--- src/rtl/gnrc_codec_pkg.sv ---
// -----------------------------------------------------------------------------
// gnrc_codec_pkg
// Shared types and helpers for the binary-to-mask streaming decoder:
//   codec_mode_e   - selects one-hot or thermometer decoding
//   buffer_state_e - occupancy of the two-entry output buffer
//   sat_inc()      - saturating increment for counters up to 64 bits wide
// -----------------------------------------------------------------------------
package gnrc_codec_pkg;

  typedef enum logic [0:0] {
    CODEC_ONEHOT = 1'b0,
    CODEC_THERMO = 1'b1
  } codec_mode_e;

  typedef enum logic [1:0] {
    EMPTY = 2'd0,
    ONE   = 2'd1,
    TWO   = 2'd2
  } buffer_state_e;

  localparam int unsigned SAT_MAX_W = 64;

  // Increment val, holding at 2^width-1. Operands are carried at 64 bits so
  // callers of any counter width up to 64 can share the one helper.
  function automatic logic [SAT_MAX_W-1:0] sat_inc(
    input logic [SAT_MAX_W-1:0] val,
    input int unsigned          width
  );
    logic [SAT_MAX_W-1:0] max_v;
    if (width >= SAT_MAX_W) begin
      max_v = {SAT_MAX_W{1'b1}};
    end else begin
      max_v = (64'd1 << width) - 64'd1;
    end
    if (val >= max_v) begin
      return max_v;
    end else begin
      return val + 64'd1;
    end
  endfunction

endpackage

--- src/rtl/gnrc_bin_decode.sv ---
// -----------------------------------------------------------------------------
// gnrc_bin_decode
// Combinational N-bit binary to M-bit one-hot / thermometer decoder.
// Ports:
//   bin  in  N  binary code
//   mask out M  decoded mask (all zeros / all ones for out-of-range codes)
//   oor  out 1  code >= M
// -----------------------------------------------------------------------------
module gnrc_bin_decode
  import gnrc_codec_pkg::*;
#(
  parameter int unsigned N    = 3,
  parameter int unsigned M    = 2**N,
  parameter codec_mode_e MODE = CODEC_ONEHOT
) (
  input  logic [N-1:0] bin,
  output logic [M-1:0] mask,
  output logic         oor
);

  // M held at N+1 bits so that M = 2^N is representable and never flags.
  localparam logic [N:0] M_EXT = (N+1)'(M);

  logic [M-1:0] raw_s;

  // Range check against the output width
  always_comb begin
    oor = ({1'b0, bin} >= M_EXT);
  end

  // Per-bit decode; bit index is compared at N bits
  always_comb begin
    raw_s = {M{1'b0}};
    for (int k = 0; k < M; k++) begin
      case (MODE)
        CODEC_ONEHOT: raw_s[k] = (bin == N'(k));
        CODEC_THERMO: raw_s[k] = (N'(k) <= bin);
        default:      raw_s[k] = 1'b0;
      endcase
    end
  end

  // Force the defined out-of-range pattern
  always_comb begin
    if (oor) begin
      mask = (MODE == CODEC_THERMO) ? {M{1'b1}} : {M{1'b0}};
    end else begin
      mask = raw_s;
    end
  end

endmodule

--- src/rtl/gnrc_bin2onehot_stream.sv ---
// -----------------------------------------------------------------------------
// gnrc_bin2onehot_stream
// valid/ready stream stage that decodes binary codes into registered
// one-hot or thermometer masks, with a 2-entry skid buffer so ready_o
// depends only on registered state (full throughput, no ready path).
// Ports:
//   clk_i      in   1      clock
//   rst_ni     in   1      async active-low reset
//   flush_i    in   1      sync flush of buffered entries
//   valid_i    in   1      input code valid
//   ready_o    out  1      input can be accepted
//   bin_i      in   N      binary code
//   valid_o    out  1      output mask valid
//   ready_i    in   1      downstream accepts
//   mask_o     out  M      decoded mask (oldest entry)
//   oor_o      out  1      presented mask came from an out-of-range code
//   oor_cnt_o  out  CNT_W  saturating count of accepted out-of-range codes
// -----------------------------------------------------------------------------
module gnrc_bin2onehot_stream
  import gnrc_codec_pkg::*;
#(
  parameter int unsigned N     = 3,
  parameter int unsigned M     = 2**N,
  parameter codec_mode_e MODE  = CODEC_ONEHOT,
  parameter int unsigned CNT_W = 16
) (
  input  logic             clk_i,
  input  logic             rst_ni,
  input  logic             flush_i,
  input  logic             valid_i,
  output logic             ready_o,
  input  logic [N-1:0]     bin_i,
  output logic             valid_o,
  input  logic             ready_i,
  output logic [M-1:0]     mask_o,
  output logic             oor_o,
  output logic [CNT_W-1:0] oor_cnt_o
);

  buffer_state_e    state_r, state_next_s;
  logic [M-1:0]     main_mask_r, skid_mask_r, dec_mask_s;
  logic             main_oor_r, skid_oor_r, dec_oor_s;
  logic [CNT_W-1:0] oor_cnt_r;
  logic             in_xfer_s, out_xfer_s;
  logic             load_main_new_s, load_main_skid_s, load_skid_s;

  // Decode before storage so each entry is only mask + oor
  gnrc_bin_decode #(
    .N    (N),
    .M    (M),
    .MODE (MODE)
  ) u_decode (
    .bin  (bin_i),
    .mask (dec_mask_s),
    .oor  (dec_oor_s)
  );

  assign ready_o   = (state_r != TWO);
  assign valid_o   = (state_r != EMPTY);
  assign mask_o    = main_mask_r;
  assign oor_o     = main_oor_r;
  assign oor_cnt_o = oor_cnt_r;

  assign in_xfer_s  = valid_i & ready_o & ~flush_i;
  assign out_xfer_s = valid_o & ready_i;

  // Buffer FSM next state and register load selects
  always_comb begin
    state_next_s     = state_r;
    load_main_new_s  = 1'b0;
    load_main_skid_s = 1'b0;
    load_skid_s      = 1'b0;
    if (flush_i) begin
      state_next_s = EMPTY;
    end else begin
      case (state_r)
        EMPTY: begin
          if (in_xfer_s) begin
            load_main_new_s = 1'b1;
            state_next_s    = ONE;
          end else begin
            state_next_s = EMPTY;
          end
        end
        ONE: begin
          if (in_xfer_s && out_xfer_s) begin
            load_main_new_s = 1'b1;
            state_next_s    = ONE;
          end else if (in_xfer_s) begin
            load_skid_s  = 1'b1;
            state_next_s = TWO;
          end else if (out_xfer_s) begin
            state_next_s = EMPTY;
          end else begin
            state_next_s = ONE;
          end
        end
        TWO: begin
          if (out_xfer_s) begin
            load_main_skid_s = 1'b1;
            state_next_s     = ONE;
          end else begin
            state_next_s = TWO;
          end
        end
        default: state_next_s = EMPTY;
      endcase
    end
  end

  // Buffer state register
  always_ff @(posedge clk_i or negedge rst_ni) begin
    if (!rst_ni) begin
      state_r <= EMPTY;
    end else begin
      state_r <= state_next_s;
    end
  end

  // Main (head) entry: new code when passing through, skid when draining
  always_ff @(posedge clk_i or negedge rst_ni) begin
    if (!rst_ni) begin
      main_mask_r <= {M{1'b0}};
      main_oor_r  <= 1'b0;
    end else if (load_main_new_s) begin
      main_mask_r <= dec_mask_s;
      main_oor_r  <= dec_oor_s;
    end else if (load_main_skid_s) begin
      main_mask_r <= skid_mask_r;
      main_oor_r  <= skid_oor_r;
    end
  end

  // Skid entry: catches the code accepted while the head is stalled
  always_ff @(posedge clk_i or negedge rst_ni) begin
    if (!rst_ni) begin
      skid_mask_r <= {M{1'b0}};
      skid_oor_r  <= 1'b0;
    end else if (load_skid_s) begin
      skid_mask_r <= dec_mask_s;
      skid_oor_r  <= dec_oor_s;
    end
  end

  // Out-of-range counter; survives flush, cleared only by reset
  always_ff @(posedge clk_i or negedge rst_ni) begin
    if (!rst_ni) begin
      oor_cnt_r <= {CNT_W{1'b0}};
    end else if (in_xfer_s && dec_oor_s) begin
      oor_cnt_r <= CNT_W'(sat_inc(64'(oor_cnt_r), CNT_W));
    end
  end

endmodule

--- config.mk ---
export PLATFORM = sky130hd
export DESIGN_NAME = gnrc_bin2onehot_stream
export DESIGN_NICKNAME = d
export VERILOG_FILES = /design/src/rtl/gnrc_codec_pkg.sv /design/src/rtl/gnrc_bin_decode.sv /design/src/rtl/gnrc_bin2onehot_stream.sv
export SDC_FILE = /design/constraint.sdc
export NUM_CORES = 1
export LEC_CHECK = 0
export CORE_MARGIN = 4
export CORE_UTILIZATION = 50
export DETAILED_ROUTE_END_ITERATION = 12
export PLACE_DENSITY_LB_ADDON = 0.15
export SYNTH_ARGS = -nofsm -noshare
export SYNTH_HDL_FRONTEND = slang
export SYNTH_HIERARCHICAL = 1
export SYNTH_SLANG_ARGS = --single-unit
--- constraint.sdc ---
create_clock -name clk_i -period 2.35 [get_ports clk_i]
set_input_delay 0.3525 -clock clk_i [delete_from_list [all_inputs] [get_ports clk_i]]
set_output_delay 0.3525 -clock clk_i [all_outputs]
set_load 0.02 [all_outputs]
### Yosys cells after proc, flatten, opt, wreduce, memory -nomap -nowiden

Index checks and enable logic that the tools add are counted.
Widths: inputs -> output; s select.

* bitwise operators: 4
* reductions and logical operators: 5
* multiplexer cells: 21
* equal/unequal tests: 10

Operators by type and width (count)
* $mux 8: 2
* $mux 1: 13
* $eq 3x3->1 const B: 4
* $mux 2: 4
* $eq 3x2->1 const B: 2
* $pmux 2 s3: 1
* $reduce_bool 2->1: 2
* $and 1x1->1: 3
* $eq 3x1->1 const B: 1
* $logic_not 3->1: 1
* $eq 2x1->1 const B: 1
* $eq 2x2->1 const B: 1
* $logic_not 2->1: 1
* $ne 2x2->1 const B: 1
* $pmux 1 s2: 1
* $logic_and 1x1->1: 1
* $not 1->1: 1

* register bits after elaboration: 19
* word-level logic and storage cells: 44
* input port bits: 8

### Logic depth before layout (Yosys ltp)

Gate-level depths: netlist of run 1.

* depth in word-level cells: 8
* mapped depth: 6

### Hierarchy

The synthesis of run 1 kept the hierarchy.

Modules (own cells, without submodules)
* gnrc_bin2onehot_stream: area each 1727.9 µm², seq. area each 900.9 µm², times used 1, cells an instance 154
* gnrc_bin_decode: area each 76.3 µm², seq. area each 0.0 µm², times used 1, cells an instance 10

### Worst setup path after synthesis of run 1

No wires, ideal clock.

* path type: reg2reg
* start: register state_r[1]
* end: register main_mask_r[0], in the netlist mask_o[0]
* clock period less this slack: 1.518 ns
* arrival: 1.399 ns
* cell stages (with the launch flop): 6
* setup slack: 0.832 ns
* buffers on the path: 0
* setup time: 0.118 ns
* cells stage by stage: dfrtp_1 nor2b_4 inv_2 nor3b_4 nor2_2 a21o_1

* word-level cells in the longest chain between the ends: 8

Ends and longest elaborated chain
* start, declared: line gnrc_bin2onehot_stream.sv:40 `buffer_state_e state_r, state_next_s;`
* start signal, assigned: line gnrc_bin2onehot_stream.sv:116 `state_r <= state_next_s;`
* $ne 2x2->1 (*): line gnrc_bin2onehot_stream.sv:58 `assign ready_o = (state_r != TWO);`
* via ready_o: line gnrc_bin2onehot_stream.sv:31 `output logic ready_o,`
* $and 1x1->1 (*) (2 in a row): line gnrc_bin2onehot_stream.sv:64 `assign in_xfer_s = valid_i & ready_o & ~flush_i;`
* $logic_and 1x1->1: line gnrc_bin2onehot_stream.sv:86 `if (in_xfer_s && out_xfer_s) begin`
* $mux 1: line gnrc_bin2onehot_stream.sv:86
* $pmux 1 s2 (*): line gnrc_bin2onehot_stream.sv:76 `case (state_r)`
* $mux 1 (*): line gnrc_bin2onehot_stream.sv:73 `if (flush_i) begin`
* $mux 8 or $reduce_bool 2->1 (tied branches)
* end signal, assigned: line gnrc_bin2onehot_stream.sv:123 `main_mask_r <= {M{1'b0}};`
* end signal, assigned: line gnrc_bin2onehot_stream.sv:126 `main_mask_r <= dec_mask_s;`
* end signal, assigned: line gnrc_bin2onehot_stream.sv:129 `main_mask_r <= skid_mask_r;`
* end, declared: line gnrc_bin2onehot_stream.sv:41 `logic [M-1:0] main_mask_r, skid_mask_r, dec_mask_s;`

Mark *: on every way through the listed nets, which the timed path passes. The rest lies on a longest branch.
A chain may end at the register's enable or synchronous reset.

### Worst setup path in the final report of run 1

* start: register state_r[1]
* end: output port ready_o

* word-level cells in the longest chain between the ends: 1

Ends and longest elaborated chain (line)
* $ne 2x2->1: gnrc_bin2onehot_stream.sv:58
* end, declared: gnrc_bin2onehot_stream.sv:31

Every way passes these cells.

==> results_dict.tcl, run 1 <==
set metrics [dict create \
    max_freq_ghz 0.489 \
    grt_max_degree 37 \
    wl_mm 3.68 \
    globalplace.congestion 0.797 \
    slew_viol_final 0 \
    place_ws_ns 0.420 \
    cp.required_ns 2.00 \
    rsz0062_at_grt "no" \
    num_antenna_cells 0 \
    die-width_um 68.1 \
    intPower_mw 1.02 \
    r2r_cells 5 \
    viasPerCell 5.62 \
    swShare_pct 32.6 \
    synth_mux_area_share_pct 9.08 \
    power_frac_clock_pct 21.5 \
    drv_cap 0 \
    grtUsageTotal_pct 18.2 \
    leakagePower_nw 1.03 \
    initial_core_util_pct 52.8 \
    grt-ovfl-total 0 \
    postSynthCellCount 164 \
    hpwl_mm 2.62 \
    area_delta_synth_final_pct 24.6 \
    start_kind "flip-flop" \
    cts-htree-levels 2 \
    fin_util_pct 65.8 \
    r2r_start "state_r[1]$_DFF_PN0_" \
    min-delay-path-class "primary input to asynchronous set/reset pin" \
    cts_sinks 36 \
    drt-initial-drc-count 86 \
    syn_nets 173 \
    cts_tree "built" \
    synth_compound_area_share_pct 12.7 \
    setup_ws_ns 0.303 \
    post_cts_buffers 0 \
    worst_pin_slew_ns 0.548 \
    cts_hold_buf 0 \
    clock_path_buffers 2 \
    synthAdderAreaFrac_pct 0.693 \
    worstPathMaxFanout 6 \
    p_seq_share_pct 51.9 \
    regToRegSetupSlack_ns 0.60 \
    clock_latency_ns 0.35 \
    yosysTopAreaCellShare_pct 49.9 \
    post_drt_wl_per_cell_um 14.7 \
    peakVddDrop_v 0.000405 \
    setup_tns_ns 0 \
    first_pass_iters 4 \
    r2r_end "oor_o$_DFFE_PN0P_" \
    cts_resized 0 \
    grt_pass1_vias 1353 \
    worstSetupPathType "flip-flop to output pin" \
    status "completed" \
    ant_nets 0 \
    synth_top_family_by_area "simple AND/OR/NAND/NOR gates" \
    fin_crit_ns 2.05 \
    cp-end-kind "output pin" \
    numPortBuffers 34 \
    fin_skew_ns 0.00830 \
    antenna_found_initial 0 \
    core_area_mm2 0.00342 \
    slew_headroom_pct 63.1 \
    rows 21 \
    synth.area.top_cells "dfrtp_1 (50%), mux2_2 (5.6%), a22o_1 (3.4%)" \
    p_per_area_mw_per_mm2 675 \
    synth_simple_gate_area_share_pct 23.2 \
    layout.nets 212 \
    synth_edf_count 0 \
    num_io_pins 35 \
    postSynthAreaPerCell_um2 11.0 \
    setup_violations 0 \
    clockRootBuffer "clkbuf_4" \
    synth-xor-area-share_pct 1.94 \
    dr_total_vias 1404 \
    grt_pass1_wl_mm 6.22 \
    ys_ff_latch 36 \
    yosysWarnings 6 \
    ys_types 46 \
    clk_pin_slew_worst_paths_ns 0.11 \
    fill_cells 288 \
    dieArea_mm2 0.00463 \
    yosysSeqAreaShare_pct 49.9 \
    switchingPower_mw 0.495 \
    layout-drive-gt1-share_pct 15.2 \
    p_comb_share_pct 26.6 \
    fin_crit_sh_pct 87.1 \
    synth_flop_cell "dfrtp_1" \
    synthArstFlopShare_pct 100 \
    die_height_um 68.1 \
    syn_area_mm2 0.00180 \
    yosys.area.top_type "dfrtp_1" \
    hold_violations 0 \
    drc 0 \
    cts_buffers 5 \
    worstPathArrival_ns 1.69 \
]
==> cell usage in the layout (no fill, tap or decap), drive strengths merged, types with 4 or more instances in the layout <==
master and count:
nor3b 5, clkdlybuf4s50 34, nand3 9, o21ai 9, dfrtp 36, and3b 4
or4 4, nand2 12, mux2 11, a21o 7, nor2 5, a21oi 5
mux2i 4, and4 4, nor3 6, clkbuf 5, and3 4, nor2b 4
a22o 7
==> critical path, stage by stage (launching register included) <==
cell and delay [ns]:
dfrtp_1 0.45, nor2b_4 0.17, inv_2 0.12, clkdlybuf4s50_1 0.61
==> Yosys cell counts (all sizes together) (3+ instances only) <==
cell and instances:
dfrtp 36, nand2 12, mux2 11, nand3 9, o21ai 9, a21o 7, a22o 7, nor3 6
a21oi 5, nor2 5, nor3b 5, and3 4, and3b 4, and4 4, buf 4, mux2i 4
nor2b 4, or4 4, nand4 3, xnor2 3
==> state kept, by name, summed over array words and instances (netlist names) <==
register     flops
skid_mask_r      8
oor_o            1
mask_o           8
skid_oor_r       1
oor_cnt_o       16
state_r          2
==> metal layers <==
| layer | global-route usage [%] | share of wire, % | routed length (um) |
|---|---|---|---|
| met5 | 0 | 0 | 0 |
| met4 | 7.44 | 1.6 | 59 |
| met1 | 24.0 | 49 | 1820 |
| met2 | 28.2 | 44 | 1630 |
| met3 | 4.93 | 4.7 | 174 |
==> cells by family after synthesis <==
kind of cell	count (synthesis)
AND/OR/NAND/NOR	66
multiplexers	15
AO/OA/AOI/OAI	34
adder cells (fa/ha/maj)	1
other	1
buffers and inverters	7
XOR/XNOR	4
flip-flops	36
==> power groups by stage <==
stage,Clock (mW),Sequential [mW],Combinational (mW)
global route,0.364,0.802,0.442
CTS,0.340,0.788,0.408
floorplan,0,0.857,0.148
finish,0.327,0.788,0.403
detailed placement,0,0.801,0.406
global placement,0,0.791,0.396
==> stage by stage <==
| stage | hold slack [ns] | cells | power [mW] | instance area, um2 |
|---|---|---|---|---|
| after global routing | 0.427 | 250 | 1.61 | 2250 |
| after floorplan | 0.0569 | 164 | 1.01 | 1800 |
| after detailed placement | 0.468 | 242 | 1.21 | 2190 |
| after CTS | 0.406 | 250 | 1.54 | 2250 |
| after global placement | 0.463 | 242 | 1.19 | 2190 |
| final | 0.397 | 250 | 1.52 | 2250 |
==> area by class of cell <==
cell class / count / area [um2] / area share (%)
Timing Repair Buffer: 37 / 363 / 16.1
Clock buffer: 5 / 37.5 / 1.67
Tap cell: 46 / 57.6 / 2.56
Multi-Input combinational cell: 121 / 863 / 38.4
Sequential cell: 36 / 901 / 40.1
Inverter: 2 / 7.51 / 0.334
Clock inverter: 3 / 18.8 / 0.835
==> worst max path at each step <==
stage               cells after the start            startpoint                         end  slack (ns)
detailed placement                      5               valid_i  skid_mask_r[3]$_DFFE_PN0P_        0.42
finish                                  3  state_r[1]$_DFF_PN0_                     ready_o        0.30
global route                            3  state_r[1]$_DFF_PN0_                     ready_o        0.21
floorplan                               5  state_r[1]$_DFF_PN0_       mask_o[0]$_DFFE_PN0P_        0.83
global placement                        5               ready_i  skid_mask_r[4]$_DFFE_PN0P_        0.43
CTS                                     3  state_r[1]$_DFF_PN0_                     ready_o        0.28
Power figures use the tool's default switching activity.
==> inputs of run 2 (changes only) <==
==> constraint.sdc (replaced) <==
create_clock -name clk_i -period 2 [get_ports clk_i]
set_input_delay 0.3 -clock clk_i [delete_from_list [all_inputs] [get_ports clk_i]]
set_output_delay 0.3 -clock clk_i [all_outputs]
set_load 0.02 [all_outputs]
==> results_dict.tcl, run 2 (synthesis results as in run 1) <==
set metrics [dict create \
    dr_total_vias 1410 \
    cts_tree "built" \
    clock_path_buffers 2 \
    layout-drive-gt1-share_pct 16.0 \
    worstPathArrival_ns 1.48 \
    ant_nets 0 \
    layout.nets 214 \
    drv_cap 0 \
    post_cts_buffers 0 \
    p_seq_share_pct 46.6 \
    numPortBuffers 34 \
    crit_buf_inv 1 \
    slew_headroom_pct 62.7 \
    grt_pass1_wl_mm 6.47 \
    core_area_mm2 0.00342 \
    grtUsageTotal_pct 19.0 \
    path_cells "clkdlybuf4s50_1" \
    initial_core_util_pct 52.8 \
    dieArea_mm2 0.00463 \
    num_io_pins 35 \
    fin_crit_sh_pct 89.0 \
    drt-initial-drc-count 114 \
    leakagePower_nw 1.07 \
    rows 21 \
    fin_crit_ns 1.78 \
    globalplace.congestion 0.790 \
    p_comb_share_pct 24.2 \
    die-width_um 68.1 \
    cp.required_ns 1.70 \
    grt_pass1_vias 1462 \
    worstSetupPathType "flip-flop to output pin" \
    area_delta_synth_final_pct 27.7 \
    hpwl_mm 2.75 \
    min-delay-path-class "primary input to asynchronous set/reset pin" \
    antenna_found_initial 0 \
    final_common_cell "dfrtp_1" \
    grt_max_degree 37 \
    clockRootBuffer "clkbuf_4" \
    setup_tns_ns 0 \
    path_delay_family "buffers and inverters" \
    cts_sinks 36 \
    first_pass_iters 4 \
    cts_buffers 5 \
    worst_pin_slew_ns 0.554 \
    cpMaxStageDelayCell "clkdlybuf4s50_1" \
    wl_mm 3.79 \
    swShare_pct 29.7 \
    post_drt_wl_per_cell_um 15.0 \
    die_height_um 68.1 \
    max_freq_ghz 0.562 \
    hold_ws_ns 0.358 \
    p_per_area_mw_per_mm2 865 \
    power_frac_clock_pct 29.2 \
    num_antenna_cells 0 \
    layout_common_cells "dfrtp_1 (36), clkdlybuf4s50_1 (32), nand2_1 (12)" \
    fin_skew_ns 0.00340 \
    switchingPower_mw 0.592 \
    start_kind "flip-flop" \
    cts-htree-levels 2 \
    worstPathMaxFanout 8 \
    peakVddDrop_v 0.000485 \
    max_stage_delay_ns 0.65 \
    rsz0062_at_grt "no" \
    viasPerCell 5.60 \
    multiInputGateArea_um2 863 \
    grt-ovfl-total 0 \
    slew_viol_final 0 \
    clock_latency_ns 0.35 \
    seqCellArea_um2 901 \
    largest_register_ffs 16 \
    cp-end-kind "output pin" \
    drc 0 \
    clk_pin_slew_worst_paths_ns 0.11 \
    fill_cells 264 \
    status "completed" \
    intPower_mw 1.40 \
    setup_violations 0 \
    hold_violations 0 \
]
run 2: cell count changes in the layout (fill, tap and decap cells not counted), sizes merged:
cell | previous run | this run
buf | 3 | 5
bufinv | 0 | 1
clkbuf | 5 | 7
clkdlybuf4s50 | 34 | 32
clkinv | 3 | 0
dlygate4sd2 | 0 | 1
dlymetal6s2s | 0 | 1
run 2: per-layer routing:
layer	GRT usage [%]	vias up	routed length, um
met1	24.9	682	1820
met4	6.95	0	59
met5	0	-	0
li1	-	692	-
met2	29.7	30	1750
met3	5.42	6	151
run 2: repair_timing:
item	in CTS	in global routing
hold buffers	0	0
endpoints found under the hold margin	0	0
endpoints found under the setup margin	1	1
resized for setup	1	1
run 2: final timing paths:
path	from	to	slack, ns	cells after the start
min in group clk_i	mask_o[2]$_DFFE_PN0P_	mask_o[2]$_DFFE_PN0P_	0.48	1
setup reg to reg	state_r[1]$_DFF_PN0_	mask_o[7]$_DFFE_PN0P_	0.28	5
hold / removal	rst_ni	oor_cnt_o[0]$_DFFE_PN0P_	0.36	2
max in group asynchronous	rst_ni	oor_o$_DFFE_PN0P_	1.33	2
setup / recovery	oor_cnt_o[6]$_DFFE_PN0P_	oor_cnt_o[6]	0.22	1
hold reg to reg	mask_o[2]$_DFFE_PN0P_	mask_o[2]$_DFFE_PN0P_	0.48	1
run 2: power groups by stage:
stage / Combinational [mW] / Clock (mW) / Sequential (mW)
3_3_place_gp: 0.467 / 0 / 0.928
4_1_cts: 0.485 / 0.600 / 0.928
5_1_grt: 0.526 / 0.627 / 0.947
2_1_floorplan: 0.174 / 0 / 1.01
3_5_place_dp: 0.482 / 0 / 0.943
6_report: 0.482 / 0.581 / 0.928
run 2: metrics by stage:
step / cell area [um2] / cells / worst slack [ns] / util (%) / power [mW]
2_1_floorplan: 1800 / 164 / 0.482 / - / 1.18
3_3_place_gp: 2210 / 244 / 0.168 / 64.6 / 1.39
3_5_place_dp: 2210 / 244 / 0.126 / 64.6 / 1.43
4_1_cts: 2300 / 252 / 0.0198 / 67.4 / 2.01
5_1_grt: 2300 / 252 / 0.119 / 67.4 / 2.10
6_report: 2300 / 252 / 0.220 / 67.4 / 1.99
run 2: area by class of cell:
class / instances / area share [%]
Clock buffer: 7 / 2.82
Multi-Input combinational cell: 121 / 37.5
Inverter: 2 / 0.326
Sequential cell: 36 / 39.1
Clock inverter: 1 / 1.30
Timing Repair Buffer: 39 / 16.5
Tap cell: 46 / 2.50
